<file path="src/rtl/rr_arb_pkg.sv">
// Shared types and helpers for the round-robin arbitration slice.
package rr_arb_pkg;

  typedef enum logic {
    IDLE  = 1'b0,
    GRANT = 1'b1
  } state_t;

  localparam int ARB_N    = 8;
  localparam int ARB_IDXW = 3;

  // Rotating pointer step: wraps N-1 back to 0.
  function automatic int next_ptr(input int idx, input int n = ARB_N);
    return (idx + 1 >= n) ? 0 : idx + 1;
  endfunction

endpackage

</file>
<file path="src/rtl/rr_grant_dispatcher.sv">
// Registers the encoder's winner as a held one-hot grant and rotates the priority pointer on release.
// Optional forced release after MAX_HOLD cycles: define RR_GRANT_HOLD_TIMEOUT_EN.
module rr_grant_dispatcher
  import rr_arb_pkg::*;
#(
  parameter int N        = ARB_N,
  parameter int IDXW     = ARB_IDXW,
  parameter int MAX_HOLD = 16
) (
  input  logic            clk,
  input  logic            rst_n,
  input  logic [IDXW-1:0] enc_grant,
  input  logic            enc_valid,
  input  logic            done,
  output logic [N-1:0]    gnt_onehot,
  output logic            gnt_valid,
  output logic [IDXW-1:0] gnt_idx,
  output logic [IDXW-1:0] prio,
  output logic            timeout,
  output state_t          fsm_state
);

  // Handshake: a grant is offered while gnt_valid=1 and retired by done=1 at a
  // GRANT-state edge; enc_valid/enc_grant are consumed only at an IDLE edge.

  localparam logic [IDXW:0] N_LIM = (IDXW+1)'(N);

  function automatic logic [N-1:0] decode(input logic [IDXW-1:0] idx);
    return N'(1) << idx;
  endfunction

  state_t          state_q, state_d;
  logic [N-1:0]    onehot_q, onehot_d;
  logic [IDXW-1:0] idx_q, idx_d;
  logic [IDXW-1:0] prio_q, prio_d;
  logic            timeout_q, timeout_d;
  logic            accept, release_now, force_rel;

`ifdef RR_GRANT_HOLD_TIMEOUT_EN
  localparam int            CW        = $clog2(MAX_HOLD + 1);
  localparam logic [CW-1:0] HOLD_LAST = CW'(MAX_HOLD - 1);

  logic [CW-1:0] hold_q, hold_d;

  // Counter sits at zero in IDLE, so it starts from zero on every GRANT entry.
  always_comb begin
    hold_d = '0;
    if (state_q == GRANT && hold_q != HOLD_LAST) hold_d = hold_q + 1'b1;
  end

  always_ff @(posedge clk or negedge rst_n) begin
    if (!rst_n) hold_q <= '0;
    else        hold_q <= hold_d;
  end

  assign force_rel = (state_q == GRANT) && (hold_q == HOLD_LAST) && !done;
`else
  localparam int unused_max_hold = MAX_HOLD;
  assign force_rel = 1'b0;
`endif

  assign accept      = (state_q == IDLE) && enc_valid && ({1'b0, enc_grant} < N_LIM);
  assign release_now = (state_q == GRANT) && (done || force_rel);

  always_comb begin
    state_d   = state_q;
    onehot_d  = onehot_q;
    idx_d     = idx_q;
    prio_d    = prio_q;
    timeout_d = 1'b0;
    if (accept) begin
      state_d  = GRANT;
      idx_d    = enc_grant;
      onehot_d = decode(enc_grant);
    end else if (release_now) begin
      state_d   = IDLE;
      onehot_d  = '0;
      prio_d    = IDXW'(next_ptr(int'(idx_q), N));
      timeout_d = !done;
    end
  end

  always_ff @(posedge clk or negedge rst_n) begin
    if (!rst_n) begin
      state_q   <= IDLE;
      onehot_q  <= '0;
      idx_q     <= '0;
      prio_q    <= '0;
      timeout_q <= 1'b0;
    end else begin
      state_q   <= state_d;
      onehot_q  <= onehot_d;
      idx_q     <= idx_d;
      prio_q    <= prio_d;
      timeout_q <= timeout_d;
    end
  end

  assign gnt_onehot = onehot_q;
  assign gnt_valid  = (state_q == GRANT);
  assign gnt_idx    = idx_q;
  assign prio       = prio_q;
  assign timeout    = timeout_q;
  assign fsm_state  = state_q;

endmodule

</file>
<file path="config.mk">
export PLATFORM = sky130hd
export DESIGN_NAME = rr_grant_dispatcher
export DESIGN_NICKNAME = d
export VERILOG_FILES = /design/src/rtl/rr_arb_pkg.sv /design/src/rtl/rr_grant_dispatcher.sv
export SDC_FILE = /design/constraint.sdc
export NUM_CORES = 1
export LEC_CHECK = 0
export ABC_AREA = 1
export CORE_MARGIN = 8
export CORE_UTILIZATION = 40
export CTS_CLUSTER_SIZE = 20
export DETAILED_ROUTE_END_ITERATION = 12
export GPL_ROUTABILITY_DRIVEN = 0
export PLACE_DENSITY = 0.8
export REMOVE_ABC_BUFFERS = 1
export SETUP_SLACK_MARGIN = 0.15
export SLEW_MARGIN = 20
export SYNTH_ARGS = -nofsm -noshare
export SYNTH_HDL_FRONTEND = slang
export SYNTH_SLANG_ARGS = --single-unit
</file>
<file path="constraint.sdc">
create_clock -name clk -period 2.3 [get_ports clk]
set_clock_uncertainty 0.2 [all_clocks]
set_input_delay 0.46 -clock clk [delete_from_list [all_inputs] [get_ports clk]]
set_output_delay 0.46 -clock clk [all_outputs]
set_load 0.005 [all_outputs]
</file>
==> results of run 1 <==
## Yosys cell counts, drive strengths merged
cell type	count	area [um2]
nand2	37	149
inv	9	33.8
conb	1	3.75
o21ai	4	20.0
nor2	7	38.8
ha	1	12.5
a21oi	1	5.00
dfrtp	16	400
nand3	3	15.0
buf	1	7.51
## cell usage in the layout, fill, tap and decap left out, drive strengths merged
master and n:
nor2 7, a21oi 1, buf 1, conb 1, ha 1, clkbuf 4
dfrtp 16, nand3 3, clkdlybuf4s50 23, nand2 37, inv 9, o21ai 4
## metal layers
layer / track usage, % / wire [um] / share of wire (%) / up-vias
met3: 3.36 / 103 / 7.1 / 2
met5: 0 / 0 / 0 / -
met2: 15.1 / 664 / 46 / 20
met4: 4.29 / 27 / 1.9 / 0
li1: - / - / - / 293
met1: 10.1 / 645 / 45 / 250
## layout make-up
class / instances / area share [%]
clock buffer: 4 / 3.73
inverter: 9 / 3.47
multi-input combinational: 54 / 25.1
sequential: 16 / 41.1
tap: 17 / 2.19
timing repair buffer: 24 / 24.4
## through the flow
stage / utilization, % / cell area [um2] / worst slack [ps] / hold slack [ps]
after global placement: 56.1 / 937 / 588 / 264
after floorplan: - / 678 / 1170 / -35.6
after global routing: 58.3 / 973 / 296 / 284
final: 58.3 / 973 / 368 / 273
after CTS: 58.3 / 973 / 340 / 274
after detailed placement: 56.1 / 937 / 577 / 265
## worst paths after layout
check / cells past startpoint / start / endpoint / slack [ps]
max: 1 / fsm_state$_DFFE_PN0P_ / gnt_valid / 370
max reg2reg: 5 / fsm_state$_DFFE_PN0P_ / gnt_onehot[0]$_DFFE_PN0P_ / 1070
min reg2reg: 2 / gnt_onehot[7]$_DFFE_PN0P_ / gnt_onehot[7]$_DFFE_PN0P_ / 280
min in group clk: 2 / gnt_onehot[7]$_DFFE_PN0P_ / gnt_onehot[7]$_DFFE_PN0P_ / 280
max in group asynchronous: 2 / rst_n / gnt_onehot[4]$_DFFE_PN0P_ / 1440
min: 2 / rst_n / gnt_onehot[6]$_DFFE_PN0P_ / 270
## cell families (layout without fill, tap and decap cells)
logic type / after synthesis / count (layout) / share of synthesized area, %
AO/OA/AOI/OAI: 5 / 5 / 3.65
adder cells (fa/ha/maj): 1 / 1 / 1.82
other: 1 / 1 / 0.547
buffers and inverters: 10 / 37 / 6.02
AND/OR/NAND/NOR: 47 / 47 / 29.6
flip-flops: 16 / 16 / 58.4
## power groups by stage
stage | Combinational [W] | Clock (W) | Sequential [W]
after global routing | 0.000227 | 0.000199 | 0.000362
after detailed placement | 0.000206 | 0 | 0.000363
final | 0.000202 | 0.000185 | 0.000356
after CTS | 0.000207 | 0.000190 | 0.000358
after global placement | 0.000203 | 0 | 0.000361
after floorplan | 0.0000715 | 0 | 0.000365
## flip-flops by register name, summed over array words and instances (netlist names)
| name | cells |
|---|---|
| timeout | 1 |
| fsm_state | 1 |
| prio | 3 |
| gnt_idx | 3 |
| gnt_onehot | 8 |
==> impl_metrics.ini, run 1 <==
[global_routing]
grt_max_degree = 17
grt_remaining_overflow = 0
grt_use_total_pct = 9.12
antenna_found_initial = 0
grt_pass1_wl_um = 2370
grt_pass1_vias = 546

[cells_and_area]
seqCellArea_um2 = 400
n_fill_cell = 159
multi_input_area_um2 = 244
diodes = 0
final_cells = 124
syn_to_final_growth_pct = 42.0
drive_gt1_share_pct = 11.2
final_net_count = 116

[logic_synthesis]
yosys_warnings = 0
syn_avg_cell_area_um2 = 8.57
syn_area_um2 = 686
ys_ff_latch = 16
syn_inst = 80
ys_seq_area_share_pct = 58.4
yosys.cell_types.count = 15

[detailed_routing]
routedWlPerCell_um = 11.6
route.vias.total = 565
first_pass_iters = 4
routed_wl_um = 1440
drc = 0
final_antenna_net_count = 0
drtIter0Drc = 13
routed_via_density = 4.56

[power_and_ir_drop]
powerDensity_mw_per_mm2 = 763
power_w = 0.000743
p_clk_share_pct = 24.9
p_leak_nw = 0.509
switching_power_w = 0.000203
irDropWorstVdd_v = 0.000452
comb_power_share_pct = 27.2
intPower_w = 0.000540
seq_power_share_pct = 47.9
swShare_pct = 27.4

[outcome]
status = complete, no violations

[clock_tree]
cts_resized = 0
numCtsBuffers = 3
clk_transition_reported_paths_ps = 100
cts_tree = built
cts.path.max_buffers = 2
cts_setup_buffers = 0
cts-root-buf = clkbuf_4
clk_latency_ps = 290
cts-hold-fix-buffers = 0
cts_sinks = 16
htree_num_levels = 1

[sta]
hold_viol = 0
timing_max_transition_violations_final = 0
tns_ps = 0
finalSetupViolCount = 0
rsz0062_at_grt = no
max_freq_mhz = 518
final.min_clock_period_ps = 1930
fin_crit_sh_pct = 84.0

[critical_path]
cp.arrival_ps = 1270
end_kind = output port
crit_path_max_fanout = 5
cpMaxStageDelayCell = clkdlybuf4s50_1
startpoint_type = flip-flop
max_stage_delay_ps = 540
crit_path_cell_trace = clkdlybuf4s50_1
crit_type = reg2out
path_buf_inv = 1
critPathTopFamily = buffers and inverters
required_ps = 1640

[job]
drv_cap = 0

[hold_path]
hold_path_class = in2async

[placed_design]
dp_hpwl_um = 1140
io_buffers = 23
placedCellCount = 120

[floorplan]
start_util_pct = 41.0
ios = 24
rows = 15
core_area_mm2 = 0.00167
die_x_um = 57.4
die_y_um = 57.4
die_area_mm2 = 0.00329
(Power assumes the default switching activity.)
==> run 2: changes to the inputs <==
==> constraint.sdc (replaced) <==
create_clock -name clk -period 1.9 [get_ports clk]
set_clock_uncertainty 0.2 [all_clocks]
set_input_delay 0.38 -clock clk [delete_from_list [all_inputs] [get_ports clk]]
set_output_delay 0.38 -clock clk [all_outputs]
set_load 0.005 [all_outputs]
==> run 2 against run 1 <==
Net effect: via count up 10%; combinational power increased by 47%; total power up 26%; critical endpoint is now prio[2]; largest cell class unchanged; register-to-register slack lost 570 ps; cell count increased by 6.5%; sequential power up 18%; clock power up 19%; sequential share of layout area decreased by 3.0 points; design area grew 7.8%; critical path depth unchanged.
==> impl_metrics.ini, run 2 (same netlist as run 1, synthesis figures left out) <==
[outcome]
status = complete, no violations

[detailed_routing]
drtIter0Drc = 14
routed_wl_um = 1530
drc = 0
first_pass_iters = 4
final_antenna_net_count = 0
routedWlPerCell_um = 11.6
route.vias.total = 623
routed_via_density = 4.72

[placed_design]
pre_cts_ws_ps = 256
dp_hpwl_um = 1150
io_buffers = 23
placedCellCount = 120

[clock_tree]
cts_tree = built
cts_sinks = 16
cts-root-buf = clkbuf_4
numCtsBuffers = 3
htree_num_levels = 1
cts.path.max_buffers = 2
clk_transition_reported_paths_ps = 100
clk_latency_ps = 270

[job]
drv_cap = 0

[floorplan]
die_x_um = 57.4
ios = 24
rows = 15
die_y_um = 57.4
die_area_mm2 = 0.00329
start_util_pct = 41.0
core_area_mm2 = 0.00167

[critical_path]
cp.arrival_ps = 1130
end_kind = output port
max_stage_delay_ps = 500
required_ps = 1320
critPathTopFamily = buffers and inverters
startpoint_type = flip-flop
cpMaxStageDelayCell = clkdlybuf4s50_1
crit_type = reg2out
crit_path_max_fanout = 2
path_buf_inv = 1
crit_path_cell_trace = clkdlybuf4s50_1

[cells_and_area]
n_fill_cell = 144
syn_to_final_growth_pct = 53.1
diodes = 0
mostFrequentLayoutCells = 35 x nand2_1, 16 x dfrtp_1, 12 x clkdlybuf4s50_1
drive_gt1_share_pct = 17.4
final_net_count = 124
final_common_cell = nand2_1
final_cells = 132
largest_reg_flops = 8

[sta]
finalSetupViolCount = 0
hold_viol = 0
tns_ps = 0
fin_ws_ps = 187
final.min_clock_period_ps = 1710
timing.hold.ws_ps = 218
max_freq_mhz = 584
rsz0062_at_grt = yes
fin_crit_sh_pct = 90.1
timing_max_transition_violations_final = 0

[global_routing]
grt_pass1_vias = 614
grt_use_total_pct = 9.90
grt_max_degree = 17
grt_pass1_wl_um = 2640
grt_remaining_overflow = 0
antenna_found_initial = 0

[power_and_ir_drop]
p_leak_nw = 0.683
power_w = 0.000935
powerDensity_mw_per_mm2 = 891
irDropWorstVdd_v = 0.000509

[hold_path]
hold_path_class = in2async
run 2: layout make-up:
class | instances | area [um2] | area share, %
clock buffers | 4 | 36.3 | 3.46
inverters | 9 | 33.8 | 3.22
multi-input cells | 54 | 244 | 23.2
flip-flops and latches | 16 | 400 | 38.1
well taps | 17 | 21.3 | 2.03
repair buffers | 32 | 314 | 29.9
run 2: final timing paths:
path                                           start                        end  slack (ps)  cells after the start
max                              prio[2]$_DFFE_PN0P_                    prio[2]         190                      1
min                                            rst_n  gnt_onehot[6]$_DFFE_PN0P_         220                      2
max reg2reg                    fsm_state$_DFFE_PN0P_  gnt_onehot[2]$_DFFE_PN0P_         500                      7
min reg2reg                gnt_onehot[0]$_DFFE_PN0P_  gnt_onehot[0]$_DFFE_PN0P_         280                      2
max in group asynchronous                      rst_n  gnt_onehot[7]$_DFFE_PN0P_        1100                      2
min in group clk           gnt_onehot[0]$_DFFE_PN0P_  gnt_onehot[0]$_DFFE_PN0P_         280                      2
run 2: power breakdown:
group	internal [W]	switching, W	leakage, nW
combinational	0.000172	0.000123	0.457
sequential	0.000393	0.0000262	0.205
clock	0.000116	0.000104	0.0210
run 2: per-layer routing:
layer  part of all wire (%)  track usage, %  wire, um  vias to the layer above
met5                      0               0         0                        -
met4                   0.59            3.21         9                        0
met3                    8.1            4.04       124                        2
met2                     49            17.7       744                       23
met1                     43            10.2       651                      291
li1                       -               -         -                      307
run 2: per-stage QoR:
stage	instance area (um2)	utilization, %
final	1050	62.8
after global routing	1050	62.8
after CTS	1010	60.3
after detailed placement	937	56.1
after global placement	937	56.1
after floorplan	678	-
run 2: repair_timing:
item,CTS,global route
setup endpoints to repair,7,10
setup buffers,5,3
resized for setup,3,8
hold buffers,0,0
==> run 3: changes to the inputs <==
--- a/config.mk
+++ b/config.mk
@@ -8,11 +8,11 @@
 export ABC_AREA = 1
 export CORE_MARGIN = 8
 export CORE_UTILIZATION = 40
+export CTS_CLUSTER_DIAMETER = 80
 export CTS_CLUSTER_SIZE = 20
 export DETAILED_ROUTE_END_ITERATION = 12
 export GPL_ROUTABILITY_DRIVEN = 0
 export PLACE_DENSITY = 0.8
-export REMOVE_ABC_BUFFERS = 1
 export SETUP_SLACK_MARGIN = 0.15
 export SLEW_MARGIN = 20
 export SYNTH_ARGS = -nofsm -noshare
==> run 3 against run 2 <==
Net effect: maximum frequency down 0.50%; count of clock-buffer cells in the layout down 1; total power down 4.3%; routed wire length down 0.33%; largest power group unchanged; highest routed layer unchanged.
==> impl_metrics.ini, run 3 (same netlist as run 1, synthesis figures left out) <==
[detailed_routing]
drc = 0
drtIter0Drc = 14
first_pass_iters = 4
routedWlPerCell_um = 11.6
route.vias.total = 604
routed_via_density = 4.58
routed_wl_um = 1530
final_antenna_net_count = 0

[cells_and_area]
final_net_count = 125
final_common_cell = nand2_1
diodes = 0
mostFrequentLayoutCells = 35 x nand2_1, 16 x dfrtp_1, 10 x clkdlybuf4s50_1, 10 x dlymetal6s2s_1, 10 x buf_4
n_fill_cell = 164
syn_to_final_growth_pct = 52.9
drive_gt1_share_pct = 17.4
largest_reg_flops = 8
design_area_mm2 = 0.00105

[sta]
rsz0062_at_grt = yes
max_freq_mhz = 581
finalSetupViolCount = 0
tns_ps = 0
fin_crit_sh_pct = 90.6
timing_max_transition_violations_final = 0
hold_viol = 0
final.min_clock_period_ps = 1720

[hold_path]
hold_path_class = in2async

[global_routing]
grt_use_met3_pct = 3.14
grt_use_total_pct = 9.72
antenna_found_initial = 0
grt_max_degree = 17
grtUsageMet1_pct = 12.8
top_usage_layer = met2
use_met2_pct = 13.0
grt_pass1_vias = 555
grt_pass1_wl_um = 2470
grt_remaining_overflow = 0

[critical_path]
r2r_cells = 7
reg2reg_to = gnt_onehot[5]$_DFFE_PN0P_
startpoint_type = flip-flop
startpoint = fsm_state$_DFFE_PN0P_
cp.arrival_ps = 1140
crit_path_cell_trace = clkdlybuf4s50_1
cpMaxStageDelayCell = clkdlybuf4s50_1
cp-endpoint = gnt_valid
end_kind = output port
path_buf_inv = 1
crit_type = reg2out
crit_path_max_fanout = 2
critPathTopFamily = buffers and inverters
path_depth = 1
max_stage_delay_ps = 510
rrSetupSlack_ps = 510
worstReg2RegStart = fsm_state$_DFFE_PN0P_
required_ps = 1320

[power_and_ir_drop]
powerDensity_mw_per_mm2 = 853
p_leak_nw = 0.702
irDropWorstVdd_v = 0.000399

[floorplan]
die_y_um = 57.4
core_area_mm2 = 0.00167
rows = 15
die_area_mm2 = 0.00329
ios = 24
start_util_pct = 41.0
die_x_um = 57.4

[placed_design]
dpl_cell_area_um2 = 937
dp_hpwl_um = 1100
io_buffers = 23

[outcome]
status = complete, no violations

[clock_tree]
numCtsBuffers = 3
clk_latency_ps = 280
cts.path.max_buffers = 2
cts_sinks = 16
htree_num_levels = 1
cts-root-buf = clkbuf_4
cts_tree = built
clk_transition_reported_paths_ps = 80

[logic_synthesis]
synth_fp_nets = 88

[job]
drv_cap = 0
==> run 3: changes by cell type in the layout (fill, tap and decap cells not counted) <==
cell | before | now
clkdlybuf4s50_1 | 12 | 10
dlymetal6s2s_1 | 8 | 10
buf_4 | 9 | 10
clkbuf_8 | 1 | 0
==> run 3: through the flow <==
step	hold WS (ps)	utilization, %	cells	power, W	setup WS [ps]
6_report	209	62.8	132	0.000894	179
2_1_floorplan	-116	-	80	0.000532	755
5_1_grt	214	62.8	132	0.000957	137
4_1_cts	199	59.0	127	0.000882	130
3_3_place_gp	265	56.1	120	0.000682	269
3_5_place_dp	258	56.1	120	0.000689	243
==> run 3: area by class of cell <==
type / count / area (um2) / share of cell area [%]
inverter: 9 / 33.8 / 3.22
timing repair buffer: 33 / 327 / 31.1
tap: 17 / 21.3 / 2.03
multi-input combinational: 54 / 244 / 23.3
sequential: 16 / 400 / 38.2
clock buffer: 3 / 22.5 / 2.15
==> run 3: power breakdown <==
part / leakage, nW / internal, W / switching [W] / total, W
clock network: 0.0138 / 0.0000737 / 0.0000988 / 0.000172
logic: 0.482 / 0.000178 / 0.000126 / 0.000304
registers: 0.205 / 0.000393 / 0.0000251 / 0.000418
==> run 3: routing by layer <==
layer / vias to the layer above / wire length, um / share of wire, %
li1: 312 / - / -
met1: 267 / 750 / 49
met2: 22 / 663 / 43
met3: 3 / 79 / 5.2
met4: 0 / 31 / 2.0
met5: - / 0 / 0
==> run 3: worst min path at each step <==
stage	startpoint	to	slack (ps)
floorplan	rst_n	fsm_state$_DFFE_PN0P_	-120
global placement	gnt_onehot[0]$_DFFE_PN0P_	gnt_onehot[0]$_DFFE_PN0P_	260
detailed placement	gnt_onehot[4]$_DFFE_PN0P_	gnt_onehot[4]$_DFFE_PN0P_	260
CTS	rst_n	fsm_state$_DFFE_PN0P_	200
global route	rst_n	timeout$_DFF_PN0_	210
finish	rst_n	timeout$_DFF_PN0_	210
==> run 3: what timing repair did <==
item / 4_1_cts / 5_1_grt
buffers inserted: 4 / 5
resized for setup: 3 / 10
hold buffers: 0 / 0
endpoints found under the setup margin: 7 / 13
